--- config.mk ---
export PLATFORM = sky130hd
export DESIGN_NAME = branch_predictor_flat
export DESIGN_NICKNAME = d
export VERILOG_FILES = /design/src/rtl/bpu_pkg.sv /design/src/rtl/branch_predictor_if.sv /design/src/rtl/sat_counter2.sv /design/src/rtl/branch_predictor.sv /design/src/flat_wrapper.sv
export SDC_FILE = /design/constraint.sdc
export NUM_CORES = 2
export LEC_CHECK = 0
export CAP_MARGIN = 5
export CORE_MARGIN = 4
export CORE_UTILIZATION = 60
export DETAILED_ROUTE_END_ITERATION = 8
export MAX_ROUTING_LAYER = met4
export PLACE_DENSITY = 0.88
export SLEW_MARGIN = 20
export SYNTH_ARGS = -nofsm -noshare
export SYNTH_HDL_FRONTEND = slang
export SYNTH_SLANG_ARGS = --single-unit
--- constraint.sdc ---
create_clock -name clk -period 10.1 [get_ports clk]
set_input_delay 2.02 -clock clk [delete_from_list [all_inputs] [get_ports clk]]
set_output_delay 2.02 -clock clk [all_outputs]
set_load 0.01 [all_outputs]
--- src/rtl/bpu_pkg.sv ---
// bpu_pkg: shared types, constants and tag helper for the branch predictor
package bpu_pkg;
    localparam int DEF_INDEX_BITS = 4;
    typedef enum logic [1:0] {SNT = 2'b00, WNT = 2'b01, WT = 2'b10, ST = 2'b11} cnt_t;
    localparam cnt_t CNT_ALLOC = WT;
    typedef struct packed {
        logic        valid;
        logic [29:0] tag;
        logic [31:0] target;
        cnt_t        cnt;
    } btb_entry_t;
    function automatic logic [29:0] tag_of(input logic [31:0] pc, input int index_bits);
        return 30'(pc >> (index_bits + 2));
    endfunction
endpackage

--- src/rtl/branch_predictor_if.sv ---
// branch_predictor_if: fetch lookup and execute resolution signals of the predictor
interface branch_predictor_if #(parameter int CNT_WIDTH = 16);
    logic [31:0]          PCF;
    logic                 PredTakenF;
    logic [31:0]          PredNextF;
    logic                 BranchE;
    logic                 TakenE;
    logic [31:0]          PCE;
    logic [31:0]          TargetE;
    logic [31:0]          PredNextE;
    logic                 StallE;
    logic                 FlushE;
    logic                 MispredictE;
    logic [31:0]          RecoverPCE;
    logic [CNT_WIDTH-1:0] BranchCount;
    logic [CNT_WIDTH-1:0] MispredCount;
    modport master (
        output PCF, BranchE, TakenE, PCE, TargetE, PredNextE, StallE, FlushE,
        input  PredTakenF, PredNextF, MispredictE, RecoverPCE, BranchCount, MispredCount
    );
    modport slave (
        input  PCF, BranchE, TakenE, PCE, TargetE, PredNextE, StallE, FlushE,
        output PredTakenF, PredNextF, MispredictE, RecoverPCE, BranchCount, MispredCount
    );
endinterface

--- src/rtl/sat_counter2.sv ---
// sat_counter2: 2-bit saturating direction counter next state
module sat_counter2
    import bpu_pkg::*;
(
    input  cnt_t cnt,
    input  logic taken,
    output cnt_t nxt
);
    always_comb
        nxt = taken ? (cnt == ST ? ST : cnt_t'(cnt + 2'd1))
                    : (cnt == SNT ? SNT : cnt_t'(cnt - 2'd1));
endmodule

--- src/rtl/branch_predictor.sv ---
// branch_predictor: direct-mapped BTB with 2-bit counters, mispredict detection and perf counters
module branch_predictor
    import bpu_pkg::*;
#(
    parameter int INDEX_BITS = DEF_INDEX_BITS,
    parameter int CNT_WIDTH  = 16
) (
    input logic clk,
    input logic rst,
    branch_predictor_if.slave bp
);
    localparam int ENTRIES = 2 ** INDEX_BITS;
    btb_entry_t tbl_q [ENTRIES];
    btb_entry_t tbl_d [ENTRIES];
    logic [CNT_WIDTH-1:0] branch_cnt_q, branch_cnt_d, mispred_cnt_q, mispred_cnt_d;
    logic [INDEX_BITS-1:0] idx_f, idx_e;
    logic hit_f, hit_e, upd, mispredict;
    logic [31:0] actual_next;
    cnt_t cnt_nxt;
    assign idx_f = bp.PCF[INDEX_BITS+1:2];
    assign idx_e = bp.PCE[INDEX_BITS+1:2];
    sat_counter2 u_sat (.cnt(tbl_q[idx_e].cnt), .taken(bp.TakenE), .nxt(cnt_nxt));
    always_comb begin
        hit_f = tbl_q[idx_f].valid && tbl_q[idx_f].tag == tag_of(bp.PCF, INDEX_BITS);
        hit_e = tbl_q[idx_e].valid && tbl_q[idx_e].tag == tag_of(bp.PCE, INDEX_BITS);
        upd = bp.BranchE && !bp.StallE && !bp.FlushE;
        actual_next = bp.TakenE ? bp.TargetE : bp.PCE + 32'd4;
        mispredict = upd && bp.PredNextE != actual_next;
        bp.PredTakenF = hit_f && tbl_q[idx_f].cnt[1];
        bp.PredNextF = bp.PredTakenF ? tbl_q[idx_f].target : bp.PCF + 32'd4;
        bp.MispredictE = mispredict;
        bp.RecoverPCE = actual_next;
        bp.BranchCount = branch_cnt_q;
        bp.MispredCount = mispred_cnt_q;
        branch_cnt_d = (upd && !(&branch_cnt_q)) ? branch_cnt_q + 1'b1 : branch_cnt_q;
        mispred_cnt_d = (mispredict && !(&mispred_cnt_q)) ? mispred_cnt_q + 1'b1 : mispred_cnt_q;
        tbl_d = tbl_q;
        // a taken miss steals the slot even if another branch aliases into it
        if (upd && hit_e) begin
            tbl_d[idx_e].cnt = cnt_nxt;
            if (bp.TakenE)
                tbl_d[idx_e].target = bp.TargetE;
        end else if (upd && bp.TakenE) begin
            tbl_d[idx_e] = '{valid: 1'b1, tag: tag_of(bp.PCE, INDEX_BITS), target: bp.TargetE, cnt: CNT_ALLOC};
        end
    end
    always_ff @(posedge clk) begin
        if (rst) begin
            for (int i = 0; i < ENTRIES; i++)
                tbl_q[i] <= '{valid: 1'b0, tag: '0, target: '0, cnt: WNT};
            branch_cnt_q <= '0;
            mispred_cnt_q <= '0;
        end else begin
            tbl_q <= tbl_d;
            branch_cnt_q <= branch_cnt_d;
            mispred_cnt_q <= mispred_cnt_d;
        end
    end
endmodule

--- src/flat_wrapper.sv ---
// flat-port wrapper written by rule: the top's interface ports become plain ports
module branch_predictor_flat import bpu_pkg::*;
#(
    parameter int INDEX_BITS = DEF_INDEX_BITS,
    parameter int CNT_WIDTH  = 16
)
  (clk, rst, bp_PCF, bp_BranchE, bp_TakenE, bp_PCE, bp_TargetE, bp_PredNextE, bp_StallE, bp_FlushE, bp_PredTakenF, bp_PredNextF, bp_MispredictE, bp_RecoverPCE, bp_BranchCount, bp_MispredCount);
  branch_predictor_if #(.CNT_WIDTH(CNT_WIDTH)) bp_i ();
  input logic clk;
  input logic rst;
  input wire logic [$bits(bp_i.PCF)-1:0] bp_PCF;
  input wire logic [$bits(bp_i.BranchE)-1:0] bp_BranchE;
  input wire logic [$bits(bp_i.TakenE)-1:0] bp_TakenE;
  input wire logic [$bits(bp_i.PCE)-1:0] bp_PCE;
  input wire logic [$bits(bp_i.TargetE)-1:0] bp_TargetE;
  input wire logic [$bits(bp_i.PredNextE)-1:0] bp_PredNextE;
  input wire logic [$bits(bp_i.StallE)-1:0] bp_StallE;
  input wire logic [$bits(bp_i.FlushE)-1:0] bp_FlushE;
  output wire logic [$bits(bp_i.PredTakenF)-1:0] bp_PredTakenF;
  output wire logic [$bits(bp_i.PredNextF)-1:0] bp_PredNextF;
  output wire logic [$bits(bp_i.MispredictE)-1:0] bp_MispredictE;
  output wire logic [$bits(bp_i.RecoverPCE)-1:0] bp_RecoverPCE;
  output wire logic [$bits(bp_i.BranchCount)-1:0] bp_BranchCount;
  output wire logic [$bits(bp_i.MispredCount)-1:0] bp_MispredCount;
  assign bp_i.PCF = bp_PCF;
  assign bp_i.BranchE = bp_BranchE;
  assign bp_i.TakenE = bp_TakenE;
  assign bp_i.PCE = bp_PCE;
  assign bp_i.TargetE = bp_TargetE;
  assign bp_i.PredNextE = bp_PredNextE;
  assign bp_i.StallE = bp_StallE;
  assign bp_i.FlushE = bp_FlushE;
  assign bp_PredTakenF = bp_i.PredTakenF;
  assign bp_PredNextF = bp_i.PredNextF;
  assign bp_MispredictE = bp_i.MispredictE;
  assign bp_RecoverPCE = bp_i.RecoverPCE;
  assign bp_BranchCount = bp_i.BranchCount;
  assign bp_MispredCount = bp_i.MispredCount;
  branch_predictor #(.INDEX_BITS(INDEX_BITS), .CNT_WIDTH(CNT_WIDTH)) u_core (.clk(clk), .rst(rst), .bp(bp_i));
endmodule
==> metrics.md <==
| Metric | Value |
|---|---|
| Run status | complete, but fails checks |
| Failing checks | design-rule violations |
| Placed wire-length estimate | 106000 µm |
| Final standard cell utilization of the core | 67.4% |
| Clock latency at the later pin of the worst-skew pair | 720 ps |
| Clock Path Buffers | 3 |
| Post-CTS setup-driven buffer insertion count | 0 |
| CORE AREA | 0.0838 mm² |
| Post-CTS sizing | 0 |
| Starting DRT DRC Count | 8221 |
| Most frequent cell on the critical path | clkdlybuf4s50_1 |
| Buffers plus inverters on the worst setup path | 2 |
| Largest net degree at the start of global routing | 252 |
| FF+latch count, synth | 1008 |
| Final-report hold violation count | 0 |
| Max rail drop VDD | 0.135 mV |
| Cell Rows | 106 |
| CTS Root Buffer Type | clkbuf_16 |
| Largest stage delay on the critical path | 1040 ps |
| Cell leakage power | 18.7 nW |
| Die Y-Extent | 299 µm |
| Number of distinct library cells after synthesis | 93 |
| Vias/cell | 6.91 |
| Count of antenna-violating nets left after detailed routing | 0 |
| Synth-to-Final Area Change | 11.1% |
| MaxCap Viol Count | 0 |
| Power per unit of standard cell area | 153 mW/mm² |
| Sequence of cells on the critical path | clkdlybuf4s50_1 > nand2_1 > nor3_1 > nor4bb_1 > xor2_1 > xnor2_1 > a41oi_1 > nor4_4 > nor2_1 > clkdlybuf4s50_1 |
| Crit path max-delay family | simple AND/OR/NAND/NOR gates |
| Vias after detailed routing | 45100 |
| Area fraction of the dominant cell type after synthesis | 39.7% |
| Net count after synthesis | 5551 |
| Critical path class | input pin to output port |
| Sinks on Clock Net | 1008 |
| Power after layout | 8.62 mW |
| GR Util All Layers | 39.9% |
| I/O pins | 232 |
| Max H-tree Level | 3 |
| Minimum clock period | 8910 ps |
| Final Max Slew Viols | 0 |
| Via count of the first global-routing pass | 44800 |
| Worst path arrival time | 6890 ps |
| Number of CTS-inserted buffers | 102 |
| Initial antenna violation count | 16 |
| Minimum hold slack | 452 ps |
| DIE WIDTH | 299 µm |
| Clock-pin slew on the worst setup and hold paths | 60 ps |
| Overall routed net length | 180000 µm |
| Net count reported at finish | 5436 |
| Dominant cells by area after synthesis | dfxtp_1 (40%), mux4_2 (17%), mux2i_1 (9.0%), nand2_1 (8.5%), a21oi_1 (5.5%) |
| WL per Instance | 27.5 µm |
| Peak Freq | 112 MHz |
| Die Outline Area | 0.0895 mm² |
| Mean instance size in the synthesized netlist | 9.40 µm² |
| Largest driver fanout on the critical path | 22 |
| Critical Path Slowest Stage Cell | clkdlybuf4s50_1 |
| Post-synth top area cell | dfxtp_1 |
| Fraction of final layout cells sized beyond drive strength 1 | 15.0% |
| Post-synthesis async set-or-reset flop share | 0% |
| Sort of element at the end of the critical path | output port |
| CP startpoint kind | input pin |
| Finish-stage setup viols | 0 |
| CTS tree | built |
| Primary flip-flop cell chosen by synthesis mapping | dfxtp_1 |
| Period utilization | 88.3% |
| Worst rel slew slack | 15.2% |
| Netlist Area Pre-Place | 0.0508 mm² |
| Final weighted congestion in routability-driven placement | 0.984 |
| Post-Syn Instances | 5409 |
| IO Port Bufs | 231 |
| Sequential-to-total area share from yosys stat | 39.7% |
| Hold-fix buffer count after cts | 0 |
| Clock skew | 73.5 ps |
| Required time at the worst-slack endpoint | 8080 ps |
| Detailed-router iteration count before antenna repair | 9 |
| Starting density of the core | 60.7% |
| Total global routing overflow | 0 |
| Global-route wire length before repair | 266000 µm |
| Min-delay worst type | register to register |
| Worst-margin pin slew | 1270 ps |
| Number of remaining DRC errors | 2 |
| Layout filler cell count | 5677 |
| Count of yosys warnings during synthesis | 0 |
| Setup tns final | 0 ps |
| Setup repair after global routing missed its margin | false |
| Post-synth EDFFs | 0 |
[worst register-to-register path: cells and delay by family (launching register included)]
kind,cells,cell delay [ps]
buf+inv,2,790
xor+xnor,1,550
simple gates,5,1150
flops,1,350
mux,4,1160
[through the flow]
step	setup WS, ps	instances	instance area [µm²]
2_1_floorplan	2690	5409	50800
3_3_place_gp	1450	6323	52900
3_5_place_dp	1380	6323	52900
4_1_cts	1380	6513	56400
5_1_grt	933	6529	56500
6_report	1190	6532	56500
[placed cells by master, fill, tap and decap left out, types with 26 or more instances in the layout]
| cell | netlist | final |
|---|---|---|
| a21oi_1 | 562 | 562 |
| and3_1 | 33 | 29 |
| buf_4 | 22 | 91 |
| clkbuf_16 | 0 | 104 |
| clkdlybuf4s50_1 | 0 | 221 |
| clkinv_2 | 0 | 26 |
| dfxtp_1 | 1008 | 1008 |
| mux2_2 | 88 | 88 |
| mux2i_1 | 459 | 459 |
| mux4_2 | 373 | 373 |
| nand2_1 | 1147 | 1133 |
| nand3_1 | 52 | 51 |
| nand4_1 | 31 | 31 |
| nor2_1 | 533 | 532 |
| nor3_1 | 29 | 29 |
| o21ai_0 | 56 | 56 |
| o22ai_1 | 33 | 33 |
| xnor2_1 | 83 | 83 |
| xor2_1 | 62 | 62 |
[cells in the mapped netlist (all sizes together) (10+ instances only)]
| master | n |
|---|---|
| nand3 | 53 |
| dfxtp | 1008 |
| nand4 | 33 |
| mux4 | 373 |
| xnor2 | 83 |
| a21oi | 563 |
| a211oi | 23 |
| nor3 | 30 |
| and2 | 30 |
| o22ai | 33 |
| nand2b | 14 |
| and3 | 33 |
| mux2 | 90 |
| nor2b | 20 |
| o211ai | 10 |
| xor2 | 62 |
| a221o | 18 |
| mux2i | 459 |
| inv | 25 |
| a22oi | 10 |
| clkbuf | 386 |
| nand2 | 1149 |
| nor4 | 15 |
| a31oi | 11 |
| o21ai | 58 |
| buf | 157 |
| nor2 | 549 |
[power breakdown]
group          switching (mW)  internal (mW)
clock network            1.69           2.21
registers             0.00717           3.98
logic                   0.483          0.246
total                    2.18           6.44
[logic make-up (layout without fill, tap and decap cells)]
group	Yosys count	count (layout)	synth area share [%]
compound gates	784	784	8.69
buf+inv	568	539	5.08
mux	922	922	27.6
xor+xnor	146	146	2.54
other cells	0	18	0
flops	1008	1008	39.7
fa+ha+maj	9	9	0.217
simple gates	1972	1972	16.2
[registers in the layout, indices dropped and copies added (netlist names)]
signal and cells:
u_core.tbl_q 976, u_core.bp.BranchCount 16, u_core.bp.MispredCount 16
[worst paths after layout]
kind	start	end	slack, ps	cells past startpoint
setup / recovery	bp_PCE[15]	bp_MispredictE	1190	10
hold reg to reg	u_core.tbl_q[616]	u_core.tbl_q[616]	450	2
setup reg to reg	u_core.tbl_q[377]	u_core.tbl_q[697]	5950	12
hold / removal	u_core.tbl_q[616]	u_core.tbl_q[616]	450	2
[final cells by class]
cell class / count / area [µm²] / share of cell area (%)
multi-input cells: 3833 / 28200 / 49.9
flip-flops and latches: 1008 / 20200 / 35.7
repair buffers: 324 / 3070 / 5.44
clock buffers: 143 / 2950 / 5.22
well taps: 1134 / 1420 / 2.51
clock inverters: 47 / 523 / 0.926
inverters: 25 / 93.8 / 0.166
diodes: 18 / 45.0 / 0.0798
[metal layers]
metal  vias up  GRT usage [%]  wire length [µm]
met5         -              -                 0
met4         0           29.9             15900
met3      1254           15.3             29700
met2      4158           56.7             76000
met1     21100           45.8             58200
li1      18600              -                 -
No activity file was read; power rests on OpenSTA's default activity.
